`src/rtl/seg7_pkg.sv`:
```
// Shared types and active-low display constants for the two-digit scan driver.
package seg7_pkg;

  typedef enum logic {S_UNITS, S_TENS} slot_t;

  // Segment patterns, active low, bit order g..a.
  localparam logic [6:0] SEG_0    = 7'h40;
  localparam logic [6:0] SEG_1    = 7'h79;
  localparam logic [6:0] SEG_2    = 7'h24;
  localparam logic [6:0] SEG_3    = 7'h30;
  localparam logic [6:0] SEG_4    = 7'h19;
  localparam logic [6:0] SEG_5    = 7'h12;
  localparam logic [6:0] SEG_6    = 7'h02;
  localparam logic [6:0] SEG_7    = 7'h78;
  localparam logic [6:0] SEG_8    = 7'h00;
  localparam logic [6:0] SEG_9    = 7'h10;
  localparam logic [6:0] SEG_DASH = 7'h3F;
  localparam logic [6:0] SEG_OFF  = 7'h7F;

  // Anode patterns, active low; an[0]=units, an[1]=tens.
  localparam logic [1:0] AN_UNITS = 2'b10;
  localparam logic [1:0] AN_TENS  = 2'b01;
  localparam logic [1:0] AN_OFF   = 2'b11;

endpackage

```
`src/rtl/bcd_to_seg7.sv`:
```
// Combinational BCD digit to active-low 7-segment pattern; non-BCD codes show a dash.
module bcd_to_seg7
  import seg7_pkg::*;
(
  input  logic [3:0] bcd_i,
  output logic [6:0] seg_o
);

  // Table lookup; codes 10..15 fall through to the dash pattern.
  always_comb begin
    seg_o = SEG_DASH;
    case (bcd_i)
      4'd0:    seg_o = SEG_0;
      4'd1:    seg_o = SEG_1;
      4'd2:    seg_o = SEG_2;
      4'd3:    seg_o = SEG_3;
      4'd4:    seg_o = SEG_4;
      4'd5:    seg_o = SEG_5;
      4'd6:    seg_o = SEG_6;
      4'd7:    seg_o = SEG_7;
      4'd8:    seg_o = SEG_8;
      4'd9:    seg_o = SEG_9;
      default: seg_o = SEG_DASH;
    endcase
  end

endmodule

```
`src/rtl/bcd_7seg_scan_driver.sv`:
```
// Two-digit multiplexed common-anode 7-segment driver with registered outputs.
module bcd_7seg_scan_driver
  import seg7_pkg::*;
#(
  parameter int unsigned REFRESH_DIV = 4,
  parameter bit          BLANK_LZ    = 1'b1
) (
  input  logic       clk,
  input  logic       rst,
  input  logic       load,
  input  logic [3:0] bcd_tens,
  input  logic [3:0] bcd_units,
  output logic [6:0] seg,
  output logic [1:0] an,
  output logic       frame_tick
);

  localparam int unsigned    CW      = $clog2(REFRESH_DIV);
  localparam logic [CW-1:0]  CNT_MAX = CW'(REFRESH_DIV - 1);

  logic [3:0]    tens_q, units_q;
  logic [CW-1:0] cnt_q, cnt_d;
  slot_t         slot_q, slot_d;
  logic [6:0]    seg_q, seg_d;
  logic [1:0]    an_q, an_d;
  logic          frame_tick_q, frame_tick_d;
  logic          wrap;
  logic [3:0]    digit_sel;
  logic [6:0]    seg_dec;

  assign wrap = (cnt_q == CNT_MAX);

  // Digit latches: overwrite on every load strobe, otherwise hold.
  always_ff @(posedge clk) begin
    if (rst) begin
      tens_q  <= '0;
      units_q <= '0;
    end else if (load) begin
      tens_q  <= bcd_tens;
      units_q <= bcd_units;
    end
  end

  // Refresh counter next value: 0..REFRESH_DIV-1 then wrap.
  always_comb begin
    cnt_d = cnt_q + CW'(1);
    if (wrap) cnt_d = '0;
  end

  // Counter and slot state registers.
  always_ff @(posedge clk) begin
    if (rst) begin
      cnt_q  <= '0;
      slot_q <= S_UNITS;
    end else begin
      cnt_q  <= cnt_d;
      slot_q <= slot_d;
    end
  end

  // Slot FSM: toggle between units and tens on each counter wrap.
  always_comb begin
    slot_d = slot_q;
    case (slot_q)
      S_UNITS: if (wrap) slot_d = S_TENS;
      S_TENS:  if (wrap) slot_d = S_UNITS;
      default: slot_d = S_UNITS;
    endcase
  end

  assign digit_sel = (slot_q == S_TENS) ? tens_q : units_q;

  bcd_to_seg7 u_dec (
    .bcd_i (digit_sel),
    .seg_o (seg_dec)
  );

  // Output stage next values from current slot and latched data; tick marks end of tens slot.
  always_comb begin
    an_d         = AN_UNITS;
    seg_d        = seg_dec;
    frame_tick_d = wrap && (slot_q == S_TENS);
    if (slot_q == S_TENS) begin
      if (BLANK_LZ && (tens_q == 4'd0)) begin
        an_d  = AN_OFF;
        seg_d = SEG_OFF;
      end else begin
        an_d  = AN_TENS;
      end
    end
  end

  // Registered outputs, blanked during reset.
  always_ff @(posedge clk) begin
    if (rst) begin
      seg_q        <= SEG_OFF;
      an_q         <= AN_OFF;
      frame_tick_q <= 1'b0;
    end else begin
      seg_q        <= seg_d;
      an_q         <= an_d;
      frame_tick_q <= frame_tick_d;
    end
  end

  assign seg        = seg_q;
  assign an         = an_q;
  assign frame_tick = frame_tick_q;

endmodule

```
`config.mk`:
```
export PLATFORM = sky130hd
export DESIGN_NAME = bcd_7seg_scan_driver
export DESIGN_NICKNAME = d
export VERILOG_FILES = /design/src/rtl/seg7_pkg.sv /design/src/rtl/bcd_to_seg7.sv /design/src/rtl/bcd_7seg_scan_driver.sv
export SDC_FILE = /design/constraint.sdc
export NUM_CORES = 1
export LEC_CHECK = 0
export BUFFER_PORTS_ARGS = -buffer_cell sky130_fd_sc_hd__buf_4
export CAP_MARGIN = 5
export CORE_MARGIN = 1.5
export CORE_UTILIZATION = 50
export CTS_CLUSTER_DIAMETER = 80
export DETAILED_ROUTE_END_ITERATION = 12
export PLACE_DENSITY = 0.72
export SLEW_MARGIN = 20
export SYNTH_ARGS = -nofsm -noshare
export SYNTH_HDL_FRONTEND = slang
export SYNTH_SLANG_ARGS = --single-unit
```
`constraint.sdc`:
```
create_clock -name clk -period 4.05 [get_ports clk]
set_clock_uncertainty 0.15 [all_clocks]
set_input_delay 0.2025 -clock clk [delete_from_list [all_inputs] [get_ports clk]]
set_output_delay 0.2025 -clock clk [all_outputs]
set_load 0.01 [all_outputs]
```
==> key figures, run 1 <==
Timing
  • Tmin final: 2.06 ns
  • Final Hold Vio Count: 0
  • Sum Neg Setup Slack: 0 ns
  • RSZ-0062 raised after global routing: false
  • Slew Limit Fails: 0
  • Fmax: 484 MHz
  • Max-slew headroom: 0.576
  • Least-Margin Pin Slew: 0.630 ns
  • Worst hold slack: 0.0488 ns
  • Fin crit share: 0.510
  • # setup viols final: 0
  • PnR worst setup slack: 1.99 ns

Power and ir drop
  • Psw: 0.107 mW
  • Comb power frac: 0.216
  • Leakage dissipation: 0.554 nW
  • Clock power share: 0.226
  • VDD IR max: 0.000272 V
  • Sequential share of power: 0.557
  • Sw Ratio: 0.255
  • Pint: 0.313 mW
  • Design Power: 0.421 mW
  • Pwr Density: 353 nW/um^2

GRT
  • Global-route wire length before repair: 2560 um
  • Initial antenna violation count: 0
  • Gr ovfl total: 0
  • Gr usage total: 0.171
  • Pin count of the biggest net entering global routing: 18
  • Vias in the first global route: 615

Setup path
  • Setup crit start kind: flop
  • Critical path required time: 4.14 ns
  • Critical Path Start: slot_q$_SDFF_PP0_
  • R2R Setup Slk: 1.99 ns
  • Worst Path Arrival: 2.15 ns
  • Reg2reg start: slot_q$_SDFF_PP0_
  • CP Capture Type: flop
  • Critical path class: flop to flop
  • Worst Path Max Fanout: 10

Cells and area
  • Ant. Diodes: 0
  • Post-route cell area: 1190 um^2
  • Layout cells sized above 1: 0.274
  • Area growth syn-to-layout: 27.6%
  • Post-route insts no fill: 138
  • Multi-input gate area: 464 um^2
  • Register area: 420 um^2
  • Filler cells: 151
  • Finished Core Util: 0.682
  • Layout net count: 133

Routing
  • Pre-antenna DRT Iters: 4
  • Final ANT Viol Nets: 0
  • Final Routed Wirelength: 1520 um
  • Vias/cell: 4.95
  • Iteration-0 DRC Markers: 5
  • WL/cell: 11.0 um
  • Vias: 683
  • Number of remaining DRC errors: 0

Synth
  • Library cells used by synthesis: 22
  • Syn avg cell area: 11.0 um^2
  • Synth Area in Compound Gates: 0.0818
  • Synthesized flop and latch total: 21
  • Post-Synth Adder-Cell Area: 0.107
  • Ranking of synthesized cells by area: dfxtp_1 (45%), mux2i_1 (16%), ha_1 (11%), nor2_1 (3.6%), mux2_4 (3.2%)
  • Sequential fraction of the synthesis area: 0.450
  • Simple-gate area share of the yosys netlist: 0.103
  • Top-area cell type share of the netlist area: 0.450
  • Post-synthesis mux area share: 0.205
  • Post-synthesis cell count: 85
  • Yosys top cell by area: dfxtp_1
  • Largest family of logic cells by synthesized area: multiplexers
  • Synthesized net count: 104
  • Post-Synth XOR/XNOR Area: 0
  • Mapped cell area: 933 um^2
  • Yosys warns: 0

CTS
  • Clock tree buffer depth: 2
  • Sink Count: 21
  • H-tree depth: 1
  • Clock transition at path regs: 0.11 ns
  • Worst skew pair latency: 0.29 ns
  • Clock Tree Root: clkbuf_4
  • CTS Buf Count: 3
  • CTS tree: built

Placement
  • Hpwl dp: 1110 um
  • Placement Cell Area: 1080 um^2
  • DP Cell Count: 126
  • DP Worst Slack: 1.99 ns
  • Final Wtd Congestion: 0.700
  • Buffers on Ports: 20

Min path
  • HP Class: primary input to flop
  • HP Start: rst

Floorplanning
  • Height of the die: 46.2 um
  • # IOs: 21
  • Die ar.: 2130 um^2
  • FP Rows: 15
  • Starting Density: 0.535
  • Area of the core: 1750 um^2
  • Die W: 46.2 um

Job
  • # Max-Cap Violations: 0

Status
  • Status: finished clean
==> flip-flops by register name, summed over array words and instances (netlist names) <==
register / cells
frame_tick: 1
units_q: 4
tens_q: 4
seg: 7
cnt_q: 2
an: 2
slot_q: 1
==> worst max-delay path, stage by stage (launching register included) <==
cell and delay (ns):
dfxtp_1 0.59, mux2i_1 0.45, inv_1 0.20, ha_1 0.25
mux2_4 0.26, a21oi_2 0.12
==> final timing paths <==
path / endpoint / cells past startpoint
min: cnt_q[0]$_SDFF_PP0_ / 2
max: seg[4]$_SDFF_PP1_ / 5
min reg2reg: cnt_q[0]$_SDFF_PP0_ / 1
max reg2reg: seg[4]$_SDFF_PP1_ / 5
==> cell families after synthesis <==
family	Yosys count
flops	21
mux	18
simple gates	18
compound gates	11
buf+inv	9
fa+ha+maj	8
==> cells in the mapped netlist <==
cell      instances
dfxtp_1          21
mux2i_1          15
nor2_1            9
ha_1              8
inv_1             5
a22oi_1           3
o21ai_0           3
a21oi_1           2
buf_6             2
clkbuf_1          2
mux2_4            2
nor2b_1           2
nor4_1            2
a211oi_2          1
a21oi_2           1
mux2_2            1
nor3_1            1
nor3_2            1
nor3b_1           1
o21a_1            1
or2_2             1
or3b_2            1
==> repair_timing <==
| action | 4_1_cts | 5_1_grt |
|---|---|---|
| buffers inserted | 0 | 0 |
| setup endpoints to repair | 0 | 0 |
| resized for setup | 0 | 0 |
| hold buffers | 7 | 1 |
| endpoints found under the hold margin | 7 | 1 |
==> metal layers <==
metal / global-route usage / vias up / wire [um]
li1: - / 351 / -
met1: 0.213 / 307 / 682
met2: 0.269 / 21 / 741
met3: 0.0353 / 4 / 65
met4: 0.103 / 0 / 36
met5: 0 / - / 0
==> area by class of cell <==
type / count / area share
inverter: 5 / 0.0158
multi-input combinational: 55 / 0.390
clock buffer: 4 / 0.0221
timing repair buffer: 28 / 0.193
tap: 25 / 0.0263
sequential: 21 / 0.353
==> power groups by stage <==
stage	clock, mW	combinational, mW	sequential [mW]
4_1_cts	0.0985	0.0906	0.235
2_1_floorplan	0	0.0526	0.242
3_3_place_gp	0	0.0831	0.239
3_5_place_dp	0	0.0854	0.239
6_report	0.0952	0.0910	0.234
5_1_grt	0.109	0.102	0.237
==> cells in the final DEF (no fill, tap or decap), drive strengths merged <==
cell type     n
dfxtp        21
buf          20
mux2i        15
nor2          9
ha            8
dlygate4sd3   8
inv           5
clkbuf        4
a22oi         3
o21ai         3
a21oi         3
mux2          3
nor4          2
nor2b         2
nor3          2
a211oi        1
nor3b         1
or2           1
or3b          1
o21a          1
Power figures use the tool's default switching activity.
==> run 2, diff against run 1 <==
Settings changed: CORE_UTILIZATION 50 to 46, PLACE_DENSITY 0.72 to 0.69.
Clock period 4.05 ns to 1.88 ns, I/O delays scaled along.
==> run 2 against run 1 <==
Net effect: combinational power rose to 2.5 times the previous value; total power is 130% higher; critical path depth down 1; final cell count is 10% higher; worst hold slack improved by 0.25 ns; non-clock buffer count is 12 higher; design area up 11%; flip-flop and latch count stayed put; register-to-register slack lost 1.9 ns; sequential power rose by 110%.
==> key figures, run 2 (synthesized netlist as in run 1, its figures left out) <==
Routing
  • Number of remaining DRC errors: 0
  • Vias/cell: 4.74
  • Met1 WL: 859 um
  • Final Routed Wirelength: 1770 um
  • Routed wl met3: 63 um
  • Pre-antenna DRT Iters: 4
  • WL/cell: 11.7 um
  • Vias: 721
  • DR top layer: met4
  • Wire length on met2: 801 um
  • Iteration-0 DRC Markers: 4
  • Final ANT Viol Nets: 0

Cells and area
  • Most common cell after layout, fill and taps aside: buf_4
  • Most frequent cells in the layout: buf_4 (23), dfxtp_1 (21), dlygate4sd3_1 (17)
  • Finished Core Util: 0.678
  • Area growth syn-to-layout: 41.2%
  • Number of flip-flops in the largest register: 7
  • Layout net count: 145
  • Layout cells sized above 1: 0.296
  • Filler cells: 155
  • Ant. Diodes: 0

Job
  • # Max-Cap Violations: 0

Power and ir drop
  • Sequential share of power: 0.524
  • VDD IR max: 0.000523 V
  • Pint: 0.696 mW
  • Comb power frac: 0.242
  • Psw: 0.263 mW
  • Clock power share: 0.234
  • Design Power: 0.959 mW
  • Leakage dissipation: 0.608 nW
  • Pwr Density: 728 nW/um^2
  • Sw Ratio: 0.274

Timing
  • Least-Margin Pin Slew: 0.589 ns
  • Final Hold Vio Count: 0
  • Fin crit share: 0.936
  • Sum Neg Setup Slack: 0 ns
  • Tmin final: 1.76 ns
  • Slew Limit Fails: 0
  • # setup viols final: 0
  • Fmax: 568 MHz
  • Max-slew headroom: 0.604
  • RSZ-0062 raised after global routing: false

Status
  • Status: finished clean

Setup path
  • CP Capture Type: flop
  • FF-to-FF End: seg[5]$_SDFF_PP1_
  • Bufs and invs on worst path: 1
  • Slowest Stage Delay on Critical Path: 0.42 ns
  • Critical Path Start: slot_q$_SDFF_PP0_
  • Worst path cell trace: buf_4 > mux2_2 > a211oi_2 > a22oi_1
  • Critical path class: flop to flop
  • Worst Path Max Fanout: 8
  • Max stage delay cell, worst path: dfxtp_1
  • R2R Setup Slk: 0.12 ns
  • Critical path required time: 1.91 ns
  • Worst Path Arrival: 1.79 ns
  • R2R depth: 4
  • Reg2reg start: slot_q$_SDFF_PP0_
  • Delay-heaviest family, CP: compound AO/OA/AOI/OAI gates
  • Setup crit start kind: flop

Floorplanning
  • Die W: 48.0 um
  • Starting Density: 0.481
  • FP Rows: 16
  • Die ar.: 2310 um^2
  • Area of the core: 1940 um^2
  • # IOs: 21
  • Height of the die: 48.0 um

CTS
  • Clock transition at path regs: 0.12 ns
  • CTS Buf Count: 3
  • H-tree depth: 1
  • Clock Tree Root: clkbuf_4
  • Sink Count: 21
  • Clock tree buffer depth: 2
  • Worst skew pair latency: 0.31 ns
  • CTS tree: built

GRT
  • Pin count of the biggest net entering global routing: 18
  • Gr usage total: 0.184
  • Global-route wire length before repair: 2840 um
  • Initial antenna violation count: 0
  • Gr ovfl total: 0
  • Vias in the first global route: 663

Placement
  • Hpwl dp: 1140 um
  • Buffers on Ports: 20
  • Final Wtd Congestion: 0.762

Min path
  • HP Start: cnt_q[0]$_SDFF_PP0_
  • WHS Path Cells: 1
  • Worst Hold End: cnt_q[0]$_SDFF_PP0_
  • HP Class: flop to flop
## run 2: changes by cell type in the layout (fill, tap and decap cells not counted), sizes merged
cell	before	now
dlygate4sd3	8	17
buf	20	23
clkbuf	4	3
clkinv	0	1
## run 2: per-layer routing
layer	global-route usage	vias up
li1	-	370
met1	0.236	327
met2	0.283	19
met3	0.0453	5
met4	0.0973	0
met5	0	-
## run 2: power groups by stage
stage | sequential [mW] | combinational (mW) | clock, mW
2_1_floorplan | 0.521 | 0.113 | 0
3_3_place_gp | 0.512 | 0.192 | 0
3_5_place_dp | 0.513 | 0.195 | 0
4_1_cts | 0.502 | 0.228 | 0.220
5_1_grt | 0.509 | 0.257 | 0.239
6_report | 0.503 | 0.232 | 0.224
## run 2: layout make-up
cell class / count / area, um^2 / share of cell area
multi-input combinational: 55 / 474 / 0.360
sequential: 21 / 420 / 0.319
tap: 27 / 33.8 / 0.0256
clock buffer: 3 / 22.5 / 0.0171
inverter: 5 / 18.8 / 0.0142
clock inverter: 1 / 5.00 / 0.00380
timing repair buffer: 40 / 343 / 0.260
## run 2: worst register-to-register path, delay by kind of cell, from the launching register on
family / cells / cell delay (ns)
compound gates: 2 / 0.48
mux: 1 / 0.38
flops: 1 / 0.42
buf+inv: 1 / 0.19
## run 2: what timing repair did
action	4_1_cts	5_1_grt
setup buffers	0	0
hold buffers	17	0
endpoints found under the setup margin	0	1
gates resized for setup	0	2
hold endpoints to repair	14	0
## run 2: worst max path at each step
stage / depth (start not counted) / end
floorplan: 6 / seg[4]$_SDFF_PP1_
global placement: 5 / seg[6]$_SDFF_PP1_
detailed placement: 5 / seg[4]$_SDFF_PP1_
CTS: 5 / seg[4]$_SDFF_PP1_
global route: 3 / seg[3]$_SDFF_PP1_
finish: 4 / seg[5]$_SDFF_PP1_
## run 2: per-stage QoR
stage	std cells	setup slack, ns	hold WS [ns]	instance area, um^2
finish	152	0.121	0.296	1320
global route	152	0.0189	0.329	1320
CTS	152	0.174	0.299	1310
detailed placement	131	0.184	0.186	1110
global placement	131	0.175	0.178	1110
floorplan	85	0.0926	0.0156	933
